[src/rtl/fpu_addsub_param.sv]
// Parametrised floating-point add/subtract with hidden bit, flush-to-zero,
// single-cycle leading-zero normalisation and round-to-nearest-even.
//
// state     | meaning
// ----------+----------------------------------------------------------
// S_IDLE    | wait for start, latch operands (b sign inverted for a-b)
// S_ALIGN   | order by magnitude, right-shift smaller into G/R/S field
// S_ADD     | add or subtract aligned significands, resolve sign
// S_NORM    | carry right-shift or leading-zero left-shift, flush check
// S_ROUND   | round to nearest even, overflow / infinity / status
// S_OUTPUT  | register result and status, pulse done
module fpu_addsub_param #(
   parameter int EXP_W = 11,
   parameter int MAN_W = 20,
   localparam int W = 1 + EXP_W + MAN_W
) (
   input  logic         clock_100k,
   input  logic         reset,
   input  logic         start,
   input  logic         op_sel,
   input  logic [W-1:0] op_a,
   input  logic [W-1:0] op_b,
   output logic         busy,
   output logic         done,
   output logic [W-1:0] data_out,
   output logic [3:0]   status_out
);

   localparam int XW  = MAN_W + 4;
   localparam int SW  = MAN_W + 5;
   localparam int EW  = EXP_W + 2;
   localparam int LZW = $clog2(XW + 1);
   localparam int SHW = 2 * (MAN_W + 3);

   localparam logic [EXP_W-1:0] D_MAX    = EXP_W'(MAN_W + 3);
   localparam logic [EW-1:0]    EXP_OVF  = EW'((1 << EXP_W) - 1);

   localparam logic [2:0] S_IDLE   = 3'd0;
   localparam logic [2:0] S_ALIGN  = 3'd1;
   localparam logic [2:0] S_ADD    = 3'd2;
   localparam logic [2:0] S_NORM   = 3'd3;
   localparam logic [2:0] S_ROUND  = 3'd4;
   localparam logic [2:0] S_OUTPUT = 3'd5;

   logic [2:0]       state;
   logic [W-1:0]     a_r, b_r;
   logic             sign_big, sign_small, neg_zero, inf_flag, inf_sign;
   logic [EXP_W-1:0] exp_big;
   logic [XW-1:0]    x_big, x_small;
   logic [SW-1:0]    sum_r;
   logic             sign_r;
   logic [XW-1:0]    norm_r;
   logic [EW-1:0]    exp_n;
   logic             uf_r, zero_r;
   logic [W-1:0]     res_r;
   logic [3:0]       stat_r;

   // align stage signals
   logic             a_sign, b_sign, a_inf, b_inf, a_ge;
   logic [EXP_W-1:0] a_exp, b_exp, exp_big_c, exp_small_c, d_c;
   logic [MAN_W:0]   a_sig, b_sig, sig_big_c, sig_small_c;
   logic             sign_big_c, sign_small_c;
   logic [SHW-1:0]   wide_c;
   logic [MAN_W+2:0] al_c;
   logic             st_c;

   // add / normalise / round stage signals
   logic [SW-1:0]    sum_c;
   logic             sign_c;
   logic [LZW-1:0]   lz_c;
   logic [XW-1:0]    norm_c;
   logic [EW-1:0]    exp_c, exp_f;
   logic             uf_c, zero_c;
   logic             inc, inx;
   logic [MAN_W+1:0] rsig;
   logic [MAN_W-1:0] mant_c;
   logic [W-1:0]     res_c;
   logic [3:0]       stat_c;

   function automatic logic [LZW-1:0] lzc_f(input logic [XW-1:0] v);
      lzc_f = LZW'(XW);
      for (int i = 0; i < XW; i++) begin
         if (v[i]) lzc_f = LZW'(XW - 1 - i);
      end
   endfunction

   // unpack, order by magnitude and shift the smaller operand with sticky
   always_comb begin
      a_sign = a_r[W-1];
      b_sign = b_r[W-1];
      a_exp  = a_r[W-2:MAN_W];
      b_exp  = b_r[W-2:MAN_W];
      a_sig  = (a_exp != '0) ? {1'b1, a_r[MAN_W-1:0]} : '0;
      b_sig  = (b_exp != '0) ? {1'b1, b_r[MAN_W-1:0]} : '0;
      a_inf  = &a_exp;
      b_inf  = &b_exp;
      a_ge   = (a_exp > b_exp) || ((a_exp == b_exp) && (a_sig >= b_sig));
      if (a_ge) begin
         sign_big_c = a_sign;  sign_small_c = b_sign;
         exp_big_c  = a_exp;   exp_small_c  = b_exp;
         sig_big_c  = a_sig;   sig_small_c  = b_sig;
      end else begin
         sign_big_c = b_sign;  sign_small_c = a_sign;
         exp_big_c  = b_exp;   exp_small_c  = a_exp;
         sig_big_c  = b_sig;   sig_small_c  = a_sig;
      end
      d_c    = exp_big_c - exp_small_c;
      wide_c = {sig_small_c, 2'b00, {(MAN_W + 3){1'b0}}} >> d_c;
      if (d_c >= D_MAX) begin
         al_c = '0;
         st_c = |sig_small_c;
      end else begin
         al_c = wide_c[SHW-1:MAN_W+3];
         st_c = |wide_c[MAN_W+2:0];
      end
   end

   // effective add/subtract; the larger operand fixes the sign
   always_comb begin
      if (sign_big ^ sign_small) sum_c = {1'b0, x_big} - {1'b0, x_small};
      else                       sum_c = {1'b0, x_big} + {1'b0, x_small};
      sign_c = (sum_c == '0) ? neg_zero : sign_big;
   end

   // normalise: carry right-shift, or one-shot leading-zero left-shift
   always_comb begin
      lz_c   = lzc_f(sum_r[XW-1:0]);
      norm_c = '0;
      exp_c  = '0;
      uf_c   = 1'b0;
      zero_c = 1'b0;
      if (sum_r == '0) begin
         zero_c = 1'b1;
      end else if (sum_r[SW-1]) begin
         norm_c = {sum_r[SW-1:2], sum_r[1] | sum_r[0]};
         exp_c  = EW'(exp_big) + EW'(1);
      end else if (EW'(lz_c) >= EW'(exp_big)) begin
         zero_c = 1'b1;
         uf_c   = 1'b1;
      end else begin
         norm_c = sum_r[XW-1:0] << lz_c;
         exp_c  = EW'(exp_big) - EW'(lz_c);
      end
   end

   // round to nearest even, then resolve specials, overflow and status
   always_comb begin
      inc  = norm_r[2] & (norm_r[1] | norm_r[0] | norm_r[3]);
      inx  = norm_r[2] | norm_r[1] | norm_r[0];
      rsig = {1'b0, norm_r[XW-1:3]} + (MAN_W + 2)'(inc);
      if (rsig[MAN_W+1]) begin
         mant_c = rsig[MAN_W:1];
         exp_f  = exp_n + EW'(1);
      end else begin
         mant_c = rsig[MAN_W-1:0];
         exp_f  = exp_n;
      end
      if (inf_flag) begin
         res_c  = {inf_sign, {EXP_W{1'b1}}, {MAN_W{1'b0}}};
         stat_c = 4'b0100;
      end else if (zero_r) begin
         res_c  = {sign_r, {(W - 1){1'b0}}};
         stat_c = uf_r ? 4'b0010 : 4'b1000;
      end else if (exp_f >= EXP_OVF) begin
         res_c  = {sign_r, {EXP_W{1'b1}}, {MAN_W{1'b0}}};
         stat_c = 4'b0101;
      end else begin
         res_c  = {sign_r, exp_f[EXP_W-1:0], mant_c};
         stat_c = inx ? 4'b0001 : 4'b1000;
      end
   end

   // sequencing and start/done handshake
   always_ff @(posedge clock_100k or negedge reset) begin
      if (!reset) begin
         state <= S_IDLE;
         busy  <= 1'b0;
         done  <= 1'b0;
      end else begin
         done <= 1'b0;
         case (state)
            S_IDLE: begin
               if (start) begin
                  state <= S_ALIGN;
                  busy  <= 1'b1;
               end
            end
            S_ALIGN: state <= S_ADD;
            S_ADD:   state <= S_NORM;
            S_NORM:  state <= S_ROUND;
            S_ROUND: state <= S_OUTPUT;
            S_OUTPUT: begin
               state <= S_IDLE;
               busy  <= 1'b0;
               done  <= 1'b1;
            end
            default: begin
               state <= S_IDLE;
               busy  <= 1'b0;
            end
         endcase
      end
   end

   // per-stage datapath registers and the held result
   always_ff @(posedge clock_100k or negedge reset) begin
      if (!reset) begin
         a_r        <= '0;
         b_r        <= '0;
         sign_big   <= 1'b0;
         sign_small <= 1'b0;
         neg_zero   <= 1'b0;
         inf_flag   <= 1'b0;
         inf_sign   <= 1'b0;
         exp_big    <= '0;
         x_big      <= '0;
         x_small    <= '0;
         sum_r      <= '0;
         sign_r     <= 1'b0;
         norm_r     <= '0;
         exp_n      <= '0;
         uf_r       <= 1'b0;
         zero_r     <= 1'b0;
         res_r      <= '0;
         stat_r     <= '0;
         data_out   <= '0;
         status_out <= '0;
      end else begin
         case (state)
            S_IDLE: begin
               if (start) begin
                  a_r <= op_a;
                  b_r <= {op_b[W-1] ^ op_sel, op_b[W-2:0]};
               end
            end
            S_ALIGN: begin
               sign_big   <= sign_big_c;
               sign_small <= sign_small_c;
               exp_big    <= exp_big_c;
               x_big      <= {sig_big_c, 3'b000};
               x_small    <= {al_c, st_c};
               inf_flag   <= a_inf | b_inf;
               inf_sign   <= a_inf ? a_sign : b_sign;
               neg_zero   <= a_sign & b_sign;
            end
            S_ADD: begin
               sum_r  <= sum_c;
               sign_r <= sign_c;
            end
            S_NORM: begin
               norm_r <= norm_c;
               exp_n  <= exp_c;
               uf_r   <= uf_c;
               zero_r <= zero_c;
            end
            S_ROUND: begin
               res_r  <= res_c;
               stat_r <= stat_c;
            end
            S_OUTPUT: begin
               data_out   <= res_r;
               status_out <= stat_r;
            end
            default: ;
         endcase
      end
   end

endmodule

[config.mk]
export PLATFORM = sky130hd
export DESIGN_NAME = fpu_addsub_param
export DESIGN_NICKNAME = d
export VERILOG_FILES = /design/src/rtl/fpu_addsub_param.sv
export SDC_FILE = /design/constraint.sdc
export NUM_CORES = 1
export LEC_CHECK = 0
export CAP_MARGIN = 5
export CORE_ASPECT_RATIO = 0.9
export CORE_MARGIN = 1.5
export CORE_UTILIZATION = 47
export CTS_BUF_LIST = sky130_fd_sc_hd__clkbuf_8
export CTS_CLUSTER_DIAMETER = 30
export CTS_CLUSTER_SIZE = 10
export DETAILED_ROUTE_END_ITERATION = 8
export HOLD_SLACK_MARGIN = 0.03
export PLACE_DENSITY = 0.65
export SLEW_MARGIN = 20
export SYNTH_ARGS = -nofsm -noshare
export SYNTH_HDL_FRONTEND = slang
export SYNTH_SLANG_ARGS = --single-unit
[constraint.sdc]
create_clock -name clock_100k -period 7 [get_ports clock_100k]
set_input_delay 1.05 -clock clock_100k [delete_from_list [all_inputs] [get_ports clock_100k]]
set_output_delay 1.05 -clock clock_100k [all_outputs]
set_load 0.02 [all_outputs]
After elaboration in Yosys (flattened, before gate mapping) --
Cells that the tools add are included.
Storage, ports and cells: register bits after elaboration 267, input bits 68, output and inout bits 38, logic and storage cells 131
Cells by class: mux-type cells 62, shift operators 2, reduce and logical (&&, ||, !) cells 14, equal/unequal tests 7, bitwise logic cells 11, add/subtract/negate cells 7, order comparisons 5
Operators with widths (count):
- 5-bit 2-to-1 mux | 23
- 21-bit 2-to-1 mux | 4
- 24-bit 2-to-1 mux | 3
- 31-bit 2-to-1 mux | 2
- 13-bit 2-to-1 mux | 4
- 25-bit zero test | 2
- 46-bit by 11-bit right shift with 46-bit output | 1
- 32-bit 2-to-1 mux | 1
- 24-bit by 24-bit adder with 25-bit output | 1
- 25-bit 2-to-1 mux | 1
- 24-bit by 24-bit subtractor with 25-bit output | 1
- 4-bit 2-to-1 mux | 6
- 24-bit by 5-bit << shifter with 24-bit output | 1
- 23-bit 2-to-1 mux | 1
- 23-bit OR reduction | 1
- 21-bit by 1-bit adder with 22-bit output | 1
- 11-bit 2-to-1 mux | 2
- 11-bit AND reduction | 2
- 11-bit nonzero test | 2
- 21-bit >= comparator | 1
- 21-bit OR reduction | 1
- 20-bit 2-to-1 mux | 1
- 3-bit one-hot mux with 5 select lines | 1
- 13-bit by 1-bit adder with 13-bit output, second input constant | 1
- 24 further kinds | 44

Longest topological paths before layout --
Gate-level depths: netlist of the first run.
word-level depth 28, depth in mapped cells 34, depth with buffers taken out 25

Least setup slack after synthesis of the first run --
No wires, ideal clock.
path type register -> register, start reg a_r[22], end reg x_small[0], arrival 6281 ps, path buffers 5, setup time 136 ps, slack 583 ps, period minus slack after synthesis 6417 ps, required time 6864 ps, cell stages (with the launch flop) 27, cells stage by stage dfrtp_1 nor4_1 and3_1 inv_1 clkbuf_1 and2_1 ha_1 nand4_1 nor2_1 nand2_1 o311a_2 a21oi_1 clkbuf_1 clkbuf_1 clkbuf_1 a2bb2oi_1 ha_1 inv_1 clkbuf_1 mux2_2 o21ai_0 mux2i_1 mux4_2 a211o_1 o31ai_2 a211o_1 o211ai_1
Between the ends: word-level cells in the longest chain between the ends 10, elaborated cells between the ends (all ways) 16, classes of those cells add/sub: 1; order compare: 3; eq/ne: 1; shift: 1; mux: 5; reduce/logical: 5
Ends and longest elaborated chain:
- start, declared | line 46 | logic [W-1:0] a_r, b_r;
- start signal, assigned | line 232 | a_r <= op_a;
- 11-bit nonzero test | line 93 | a_sig = (a_exp != '0) ? {1'b1, a_r[MAN_W-1:0]} : '0;
- 21-bit 2-to-1 mux | line 93
- 21-bit >= comparator | line 97 | a_ge = (a_exp > b_exp) || ((a_exp == b_exp) && (a_sig >= b_sig));
- 1-bit logical AND | line 97
- 1-bit logical OR | line 97
- 11-bit 2-to-1 mux | line 98 | if (a_ge) begin
- 11-bit subtractor | line 107 | d_c = exp_big_c - exp_small_c;
- 46-bit by 11-bit right shift with 46-bit output | line 108 | wide_c = {sig_small_c, 2'b00, {(MAN_W + 3){1'b0}}} >> d_c;
- 23-bit OR reduction | line 114 | st_c = |wide_c[MAN_W+2:0];
- 1-bit 2-to-1 mux * | line 109 | if (d_c >= D_MAX) begin
- end signal, assigned | line 241 | x_small <= {al_c, st_c};
- end, declared | line 49 | logic [XW-1:0] x_big, x_small;
Every way passes the cells marked *; elsewhere a longest branch is shown, timed or not. A chain may end at the register's enable or synchronous reset.

Worst setup path after layout of the first run --
Same ends and word-level chain as after synthesis.

==> metrics.md, run 1 <==
| Metric | Value |
|---|---|
| Status | `completed` |
| Setup WS post-layout | `0.426 ns` |
| CP arrival | `7.04 ns` |
| Skew final | `0.0362 ns` |
| Clock transition at path regs | `0.05 ns` |
| Fin nets | `2,404` |
| Post-CTS Setup Inserts | `0` |
| DRT antenna net count | `0` |
| Area grow syn2layout | `16.8%` |
| Root buffer cell | `clkbuf_8` |
| CTS sink cnt | `267` |
| Min Clock Period, post-route | `6.57 ns` |
| # setup viols final | `0` |
| Share of layout cells above drive strength 1 | `0.116` |
| Hold buffer count at cts | `0` |
| Initial core utilization | `0.478` |
| GP Congestion | `0.952` |
| Fin crit share | `0.939` |
| Global-route wire length before repair | `86,400 µm` |
| Num ports | `106` |
| Initial antenna violation count | `0` |
| Fin. Hold Viols | `0` |
| Total routed wirelength | `53,100 µm` |
| DRT Pass-1 Iters | `6` |
| Mapped Cells | `2,185` |
| Vias per inst | `5.87` |
| Netlist cell types | `86` |
| Final Slew Violations | `0` |
| Slowest stage delay, CP | `0.76 ns` |
| Critical Path Fanout Max | `51` |
| CTS Buf Count | `69` |
| Iter 0 DRT Violations | `1,594` |
| Skew-Pair Late Insertion Delay | `0.63 ns` |
| CP max stage cell | `xnor2_4` |
| Fill cells | `3,625` |
| Register bit count reported by yosys | `267` |
| Max Fclk | `0.152 GHz` |
| Diodes inserted | `0` |
| Avg Cell Area, Syn | `8.42 µm²` |
| Overall routing resource usage | `0.269` |
| Post-synth net total | `2,340` |
| Die height | `191 µm` |
| Fin Setup TNS | `0 ns` |
| TritonCTS clock tree | `done` |
| Die X | `212 µm` |
| Register area | `6680 µm²` |
| Rel. slew slack | `0.340` |
| DIE AREA | `40,300 µm²` |
| Core area | `38,500 µm²` |
| Crit. End Element | `flop` |
| Post-DP HPWL | `39,000 µm` |
| Row cnt | `68` |
| Post-CTS resize count | `0` |
| Leading register cell type out of synthesis | `dfrtp_1` |
| I/O Buffers | `105` |
| H-tree depth | `3` |
| Max Cap Viol | `0` |
| Vias in the first global route | `15,900` |
| Synth Warn # | `0` |
| Req. time, crit path | `7.47 ns` |
| Setup crit start kind | `flop` |
| Via count of the routed design | `16,600` |
| Max clock buf depth | `3` |
| Worst-margin pin slew | `0.984 ns` |
| Synth Cell Area | `18,400 µm²` |
| Drt wl/cell | `18.8 µm` |
| Number of synthesized flops with an enable pin | `0` |
| CP Class | `reg2reg` |
| CP Cell Sequence | `nor4_1 -> and3_1 -> inv_1 -> nand2_1 -> inv_1 -> ha_1 -> nor2b_1 -> o211a_1 -> a211oi_1 -> o311a_2 -> a21o_2 -> buf_4 -> a211oi_2 -> xnor2_4 -> mux2i_1 -> mux4_2 -> a211o_1 -> o31ai_2 -> a211o_1 -> o211ai_1` |
| Area of the multi-input gates | `10,800 µm²` |
| Async SR Flop Fraction | `1.00` |
| Drc violations | `0` |
| HP Class | `in2async` |
| Dpl ws | `0.533 ns` |
| Post-synthesis sequential area ratio | `0.363` |
| Largest net degree at the start of global routing | `167` |
| RSZ-0062 raised after global routing | `false` |
| Grt total ovfl | `0` |
## cell usage in the layout, fill, tap and decap left out, types with 45 or more instances in the layout
cell,instances
nand2_1,394
dfrtp_1,267
nor2_1,173
o21ai_0,164
a21oi_1,128
clkdlybuf4s50_1,104
inv_1,95
mux2i_1,87
ha_1,85
clkbuf_8,79
mux2_2,72
xnor2_1,49
nand3_1,45
## logic make-up (layout without fill, tap and decap cells)
| family | after synthesis | in the layout | share of synthesized area |
|---|---|---|---|
| AO/OA/AOI/OAI | 540 | 540 | 0.185 |
| XOR/XNOR | 69 | 69 | 0.0339 |
| adder cells (fa/ha/maj) | 87 | 87 | 0.0600 |
| buffers and inverters | 237 | 355 | 0.0510 |
| flip-flops | 267 | 267 | 0.363 |
| multiplexers | 175 | 175 | 0.110 |
| AND/OR/NAND/NOR | 810 | 810 | 0.197 |
## sequential cells by signal, summed over array words and instances (netlist names)
| signal | cells |
|---|---|
| a_r | 32 |
| b_r | 32 |
| data_out | 32 |
| res_r | 32 |
| sum_r | 25 |
| norm_r | 24 |
| x_small | 24 |
| x_big | 21 |
| exp_n | 13 |
| exp_big | 11 |
| stat_r | 4 |
| status_out | 4 |
| state | 3 |
| busy | 1 |
| done | 1 |
| inf_flag | 1 |
| inf_sign | 1 |
| neg_zero | 1 |
| sign_big | 1 |
| sign_r | 1 |
| sign_small | 1 |
| uf_r | 1 |
| zero_r | 1 |
## final cells by class
| class | instances | share of cell area |
|---|---|---|
| Clock inverter | 46 | 0.0270 |
| Timing Repair Buffer | 136 | 0.0606 |
| Inverter | 94 | 0.0164 |
| Clock buffer | 79 | 0.0506 |
| Sequential cell | 267 | 0.311 |
| Tap cell | 525 | 0.0306 |
| Multi-Input combinational cell | 1681 | 0.504 |
## worst max-delay path: cells and delay by family (launching register included)
| family | cells | cell delay, ns |
|---|---|---|
| fa+ha+maj | 1 | 0.30 |
| xor+xnor | 1 | 0.76 |
| mux | 2 | 0.85 |
| compound gates | 9 | 1.98 |
| buf+inv | 3 | 0.97 |
| simple gates | 4 | 1.02 |
| flops | 1 | 0.48 |
## cell usage after synthesis (all sizes together) (5+ instances only)
cell	count	area share
or2	6	0.0020
o22ai	27	0.0092
nand4	24	0.0088
o21ai	165	0.045
a31oi	25	0.0085
a221o	5	0.0027
o31ai	13	0.0056
or3	5	0.0017
nand2	394	0.080
nor2b	21	0.0071
o211ai	23	0.0094
mux2i	87	0.047
a32oi	7	0.0033
xor2	17	0.0081
mux4	14	0.017
nand2b	20	0.0072
nor3b	5	0.0020
a211o	8	0.0038
nor3	44	0.013
a22oi	10	0.0041
a21o	16	0.0065
a21oi	130	0.035
o221ai	7	0.0033
dfrtp	267	0.36
xnor2	52	0.026
clkbuf	117	0.024
a22o	13	0.0062
inv	92	0.019
o21a	9	0.0037
ha	85	0.058
nand3	45	0.012
buf	26	0.0078
or4	5	0.0022
o21bai	9	0.0037
nor2	173	0.035
a41oi	6	0.0029
a211oi	19	0.0083
o2111ai	6	0.0029
nor4	18	0.0061
and3	18	0.0061
mux2	74	0.046
and2	17	0.0058
## per-layer routing
layer / up-vias / track usage / routed length, µm
li1: 7905 / - / -
met1: 7983 / 0.412 / 26100
met2: 621 / 0.370 / 21500
met3: 84 / 0.0652 / 4310
met4: 0 / 0.0788 / 1150
met5: - / 0 / 0
## worst paths after layout
| path | from | endpoint | slack [ns] | cells after the start |
|---|---|---|---|---|
| min in group clock_100k | res_r[30] | data_out[30] | 0.46 | 2 |
| worst max-delay path | a_r[22] | x_small[0] | 0.43 | 20 |
| worst min-delay path | reset | x_small[10] | 0.44 | 1 |
| worst max register to register | a_r[22] | x_small[0] | 0.43 | 20 |
| max in group asynchronous | reset | res_r[13] | 5.16 | 2 |
| worst min register to register | res_r[30] | data_out[30] | 0.46 | 2 |
## metrics by stage
stage	hold WS, ns	cells	cell area (µm²)	utilization
after floorplan	0.438	2185	18400	-
after global placement	0.452	2703	19800	0.515
after detailed placement	0.453	2703	19800	0.515
after CTS	0.459	2828	21500	0.559
after global routing	0.485	2828	21500	0.559
final	0.442	2828	21500	0.559
Power of run 1 is left out: the tool's default activity adds up to more than one toggle a clock period on the data nets, which glitch-free logic cannot reach.
==> inputs of run 2 (changes only) <==
--- a/config.mk
+++ b/config.mk
@@ -6,7 +6,7 @@
 export NUM_CORES = 1
 export LEC_CHECK = 0
 export CAP_MARGIN = 5
-export CORE_ASPECT_RATIO = 0.9
+export CORE_ASPECT_RATIO = 1.25
 export CORE_MARGIN = 1.5
 export CORE_UTILIZATION = 47
 export CTS_BUF_LIST = sky130_fd_sc_hd__clkbuf_8
==> metrics.md, run 2 (synthesized netlist as in run 1, its figures left out) <==
| Metric | Value |
|---|---|
| Status | `completed` |
| I/O Buffers | `105 (unchanged)` |
| Max Fclk | `0.151 GHz (-1.0%)` |
| Crit. End Element | `flop` |
| Core area | `38,300 µm² (-0.31%)` |
| H-tree depth | `2 (-1)` |
| CP arrival | `7.11 ns (+0.07 ns)` |
| Clock transition at path regs | `0.06 ns (about the same)` |
| Critical path launch point | `a_r[22]` |
| Reg2Reg Depth | `23 (+15%)` |
| Most frequent cells in the layout | `nand2_1 (394), dfrtp_1 (267), nor2_1 (173)` |
| CTS sink cnt | `267 (unchanged)` |
| DRT Pass-1 Iters | `6 (unchanged)` |
| Grt total ovfl | `0 (unchanged)` |
| Area grow syn2layout | `15.0%` |
| Vias per inst | `5.79 (-1.3%)` |
| Overall routing resource usage | `0.253 (-0.0158)` |
| Max clock buf depth | `3 (unchanged)` |
| Drc violations | `0 (unchanged)` |
| RR Endpoint | `x_small[0]` |
| Min Clock Period, post-route | `6.64 ns (+0.0678 ns)` |
| RR Startpoint | `a_r[22]` |
| Skew final | `0.0341 ns (-0.00210 ns)` |
| Post-DP HPWL | `38,800 µm (-0.48%)` |
| DRT antenna net count | `0 (unchanged)` |
| Setup crit start kind | `flop` |
| Root buffer cell | `clkbuf_8` |
| Vias in the first global route | `16,000 (+0.81%)` |
| Via count of the routed design | `16,100 (-3.0%)` |
| Share of layout cells above drive strength 1 | `0.110 (-0.00613)` |
| Drt wl/cell | `18.4 µm (-1.8%)` |
| DIE AREA | `40,300 µm² (about the same)` |
| Largest net degree at the start of global routing | `163 (-2.4%)` |
| Most common cell after layout, fill and taps aside | `nand2_1` |
| CTS Buf Count | `57 (-17%)` |
| RSZ-0062 raised after global routing | `false` |
| Diodes inserted | `0 (unchanged)` |
| Row cnt | `80 (+18%)` |
| Critical path endpoint | `x_small[0]` |
| Fin crit share | `0.949 (+0.00968)` |
| CP Class | `reg2reg` |
| R2r setup slk | `0.36 ns (-0.07 ns)` |
| HP Class | `in2async` |
| Worst-margin pin slew | `0.884 ns (-0.0994 ns)` |
| Iter 0 DRT Violations | `862 (-46%)` |
| GP Congestion | `0.961 (+0.94%)` |
| Initial core utilization | `0.480 (+0.00150)` |
| Fin nets | `2,394 (-0.42%)` |
| Initial antenna violation count | `0 (unchanged)` |
| Num ports | `106 (unchanged)` |
| Global-route wire length before repair | `83,300 µm (-3.6%)` |
| Critical Path Fanout Max | `23 (-55%)` |
| Max Cap Viol | `0 (unchanged)` |
| Die X | `180 µm (-15%)` |
| Rel. slew slack | `0.405 (+0.0655)` |
| Req. time, crit path | `7.47 ns (about the same)` |
| TritonCTS clock tree | `done` |
| Fin. Hold Viols | `0 (unchanged)` |
| Skew-Pair Late Insertion Delay | `0.64 ns (about the same)` |
| Total routed wirelength | `51,300 µm (-3.5%)` |
| Post-CTS Setup Inserts | `0 (unchanged)` |
| Fin Setup TNS | `0 ns (unchanged)` |
| # setup viols final | `0 (unchanged)` |
| Final Slew Violations | `0 (unchanged)` |
| Die height | `224 µm (+18%)` |
## run 2: changes by cell type in the layout (fill, tap and decap cells not counted), moves of 3 or more
| cell | previous run | this run |
|---|---|---|
| clkbuf_8 | 79 | 64 |
| bufinv_16 | 12 | 7 |
| clkinv_2 | 12 | 8 |
| inv_6 | 3 | 7 |
| clkinv_4 | 4 | 7 |
## run 2: worst min-delay path by stage
| stage | start | to | slack, ns | depth (start not counted) |
|---|---|---|---|---|
| finish | reset | done | 0.42 | 1 |
| global route | res_r[30] | data_out[30] | 0.48 | 2 |
| CTS | reset | done | 0.44 | 1 |
| detailed placement | res_r[30] | data_out[30] | 0.45 | 2 |
| global placement | res_r[5] | data_out[5] | 0.45 | 2 |
| floorplan | neg_zero | neg_zero | 0.44 | 2 |
## run 2: metal layers
layer | up-vias | GRT usage | part of all wire
li1 | 7877 | - | -
met5 | - | 0 | 0
met3 | 166 | 0.0324 | 0.039
met1 | 7595 | 0.292 | 0.40
met4 | 0 | 0.137 | 0.053
met2 | 454 | 0.456 | 0.51
## run 2: repair_timing
| action | in CTS | in global routing |
|---|---|---|
| setup endpoints to repair | 0 | 6 |
| hold buffers | 0 | 0 |
| gates resized for setup | 0 | 2 |
| hold endpoints to repair | 0 | 0 |
## run 2: worst max-delay path, cell delays in order (launching register included)
cell and delay, ns:
dfrtp_1 0.45, nor4_1 0.34, and3_1 0.34, inv_1 0.38, nand2_1 0.21, inv_1 0.07, ha_1 0.31, nor2b_1 0.13
o211a_1 0.20, a211oi_1 0.53, o311a_2 0.35, a21o_2 0.17, nor2_1 0.04, a2bb2oi_1 0.16, ha_1 0.28, inv_1 0.33
mux2_2 0.38, o21ai_0 0.26, mux2i_1 0.21, mux4_2 0.52, a211o_1 0.30, o31ai_2 0.27, a211o_1 0.17, o211ai_1 0.07
## run 2: final cells by class
class                   instances  area (µm²)
clock buffers                  64         881
clock inverters                42         473
fillers                      3621       17200
inverters                      94         353
multi-input cells            1681       10800
flip-flops and latches        267        6680
well taps                     492         616
repair buffers                138        1320
## run 2: metrics by stage
stage | std cells | worst slack [ns] | util | area, µm² | hold slack (ns)
finish | 2778 | 0.358 | 0.552 | 21100 | 0.420
global route | 2778 | 0.00661 | 0.552 | 21100 | 0.479
CTS | 2778 | 0.376 | 0.551 | 21100 | 0.437
detailed placement | 2672 | 0.415 | 0.516 | 19800 | 0.449
global placement | 2672 | 0.582 | 0.516 | 19800 | 0.448
floorplan | 2185 | 0.583 | - | 18400 | 0.438
Power of run 2 is left out for the same reason.
==> inputs of run 3 (changes only) <==
--- a/config.mk
+++ b/config.mk
@@ -10,11 +10,12 @@
 export CORE_MARGIN = 1.5
 export CORE_UTILIZATION = 47
 export CTS_BUF_LIST = sky130_fd_sc_hd__clkbuf_8
-export CTS_CLUSTER_DIAMETER = 30
+export CTS_CLUSTER_DIAMETER = 120
 export CTS_CLUSTER_SIZE = 10
 export DETAILED_ROUTE_END_ITERATION = 8
 export HOLD_SLACK_MARGIN = 0.03
 export PLACE_DENSITY = 0.65
+export SKIP_LAST_GASP = 1
 export SLEW_MARGIN = 20
 export SYNTH_ARGS = -nofsm -noshare
 export SYNTH_HDL_FRONTEND = slang
==> metrics.md, run 3 (synthesized netlist as in run 1, its figures left out) <==
| Metric | Value |
|---|---|
| Status | `completed` |
| DRT antenna net count | `0 (unchanged)` |
| Critical Path Stages | `23 (unchanged)` |
| Num ports | `106 (unchanged)` |
| Final Slew Violations | `0 (unchanged)` |
| CTS Buf Count | `30 (-47%)` |
| Initial antenna violation count | `0 (unchanged)` |
| CP max stage cell | `a211oi_1` |
| Skew-Pair Late Insertion Delay | `0.64 ns (about the same)` |
| HP Class | `in2async` |
| Crit. End Element | `flop` |
| CTS sink cnt | `267 (unchanged)` |
| Grt total ovfl | `0 (unchanged)` |
| RR Startpoint | `a_r[22]` |
| Share of layout cells above drive strength 1 | `0.0823 (-0.0280)` |
| Critical path's top delay family | `compound AO/OA/AOI/OAI gates` |
| Fin crit share | `0.951 (+0.00215)` |
| Post-DP HPWL | `38,800 µm (unchanged)` |
| Area grow syn2layout | `9.95%` |
| Area of the multi-input gates | `10,800 µm² (unchanged)` |
| Fin. Hold Viols | `0 (unchanged)` |
| Min Clock Period, post-route | `6.66 ns (+0.0150 ns)` |
| # setup viols final | `0 (unchanged)` |
| Iter 0 DRT Violations | `847 (-1.7%)` |
| Vias in the first global route | `15,600 (-2.2%)` |
| H-tree depth | `1 (-1)` |
| Drc violations | `0 (unchanged)` |
| Req. time, crit path | `7.49 ns (+0.02 ns)` |
| Core area | `38,300 µm² (unchanged)` |
| R2r setup slk | `0.34 ns (-0.02 ns)` |
| TritonCTS clock tree | `done` |
| DIE AREA | `40,300 µm² (unchanged)` |
| Reg2Reg Depth | `23 (unchanged)` |
| Setup crit start kind | `flop` |
| Global-route wire length before repair | `82,800 µm (-0.68%)` |
| Max Cap Viol | `0 (unchanged)` |
| Largest net degree at the start of global routing | `163 (unchanged)` |
| Total routed wirelength | `51,000 µm (-0.43%)` |
| Fin Setup TNS | `0 ns (unchanged)` |
| RSZ-0062 raised after global routing | `false` |
| Drt wl/cell | `18.9 µm (+2.3%)` |
| Rel. slew slack | `0.376 (-0.0288)` |
| Row cnt | `80 (unchanged)` |
| Most common cell after layout, fill and taps aside | `nand2_1` |
| CP Class | `reg2reg` |
| Max clock buf depth | `3 (unchanged)` |
| GP Congestion | `0.961 (unchanged)` |
| I/O Buffers | `105 (unchanged)` |
| Overall routing resource usage | `0.251 (-0.00214)` |
| Worst-margin pin slew | `0.927 ns (+0.0428 ns)` |
| Die height | `224 µm (unchanged)` |
| Post-CTS Setup Inserts | `0 (unchanged)` |
| CP Cell Sequence | `nor4_1 -> and3_1 -> inv_1 -> nand2_1 -> inv_1 -> ha_1 -> nor2b_1 -> o211a_1 -> a211oi_1 -> o311a_2 -> a21o_2 -> nor2_1 -> a2bb2oi_1 -> ha_1 -> inv_1 -> mux2_2 -> o21ai_0 -> mux2i_1 -> mux4_2 -> a211o_1 -> o31ai_2 -> a211o_1 -> o211ai_1` |
| Max Fclk | `0.150 GHz (-0.23%)` |
| Skew final | `0.0207 ns (-0.0134 ns)` |
| Fin nets | `2,367 (-1.1%)` |
| Die X | `180 µm (unchanged)` |
| DRT Pass-1 Iters | `5 (-1)` |
| CP bufs+invs | `3 (unchanged)` |
| Register area | `6680 µm² (unchanged)` |
| Slowest stage delay, CP | `0.54 ns (about the same)` |
| Vias per inst | `5.87 (+1.4%)` |
| Critical Path Fanout Max | `23 (unchanged)` |
| Clock transition at path regs | `0.08 ns (+0.02 ns)` |
| CP dominant cell by count | `inv_1` |
| Via count of the routed design | `15,900 (-1.3%)` |
| Initial core utilization | `0.480 (unchanged)` |
| Root buffer cell | `clkbuf_8` |
| Most frequent cells in the layout | `nand2_1 (394), dfrtp_1 (267), nor2_1 (173)` |
| RR Endpoint | `x_small[0]` |
| Diodes inserted | `0 (unchanged)` |
| Fill cells | `3,671 (+1.4%)` |
| CP arrival | `7.15 ns (+0.04 ns)` |
run 3: cell count changes in the layout (fill, tap and decap cells not counted), moves of 4 or more:
cell / change
bufinv_16: -7
clkinv_2: -7
clkinvlp_4: -7
inv_1: -4
clkinv_4: -7
inv_6: -6
clkbuf_8: -34
run 3: through the flow:
| step | utilization | worst slack, ns | hold slack (ns) | instances | instance area, µm² |
|---|---|---|---|---|---|
| floorplan | - | 0.583 | 0.438 | 2185 | 18400 |
| global route | 0.527 | 0.0154 | 0.480 | 2704 | 20200 |
| CTS | 0.527 | 0.381 | 0.448 | 2704 | 20200 |
| detailed placement | 0.516 | 0.415 | 0.449 | 2672 | 19800 |
| finish | 0.527 | 0.343 | 0.426 | 2704 | 20200 |
| global placement | 0.516 | 0.582 | 0.448 | 2672 | 19800 |
run 3: layout make-up:
type                            instances  share of cell area
Clock buffer                           30              0.0204
Clock inverter                          2            0.000681
Inverter                               94              0.0174
Multi-Input combinational cell       1681               0.535
Sequential cell                       267               0.330
Tap cell                              492              0.0304
Timing Repair Buffer                  138              0.0655
run 3: worst max path at each step:
stage,endpoint,from,slack (ns)
finish,x_small[0],a_r[22],0.34
global placement,x_small[0],a_r[22],0.58
global route,x_small[18],a_r[22],0.02
floorplan,x_small[0],a_r[22],0.58
CTS,x_small[18],a_r[22],0.38
detailed placement,x_small[22],a_r[22],0.42
run 3: per-layer routing:
layer  global-route usage  vias to the layer above  routed length, µm
met2                0.456                      427              26000
met1                0.297                     7552              20900
met4                0.120                        0               2380
li1                     -                     7777                  -
met3               0.0254                      128               1790
met5                    0                        -                  0
run 3: what timing repair did:
item / 4_1_cts / 5_1_grt
gates resized for setup: 0 / 2
hold buffers: 0 / 0
endpoints found under the setup margin: 0 / 6
endpoints found under the hold margin: 0 / 0
Power of run 3 is left out for the same reason.
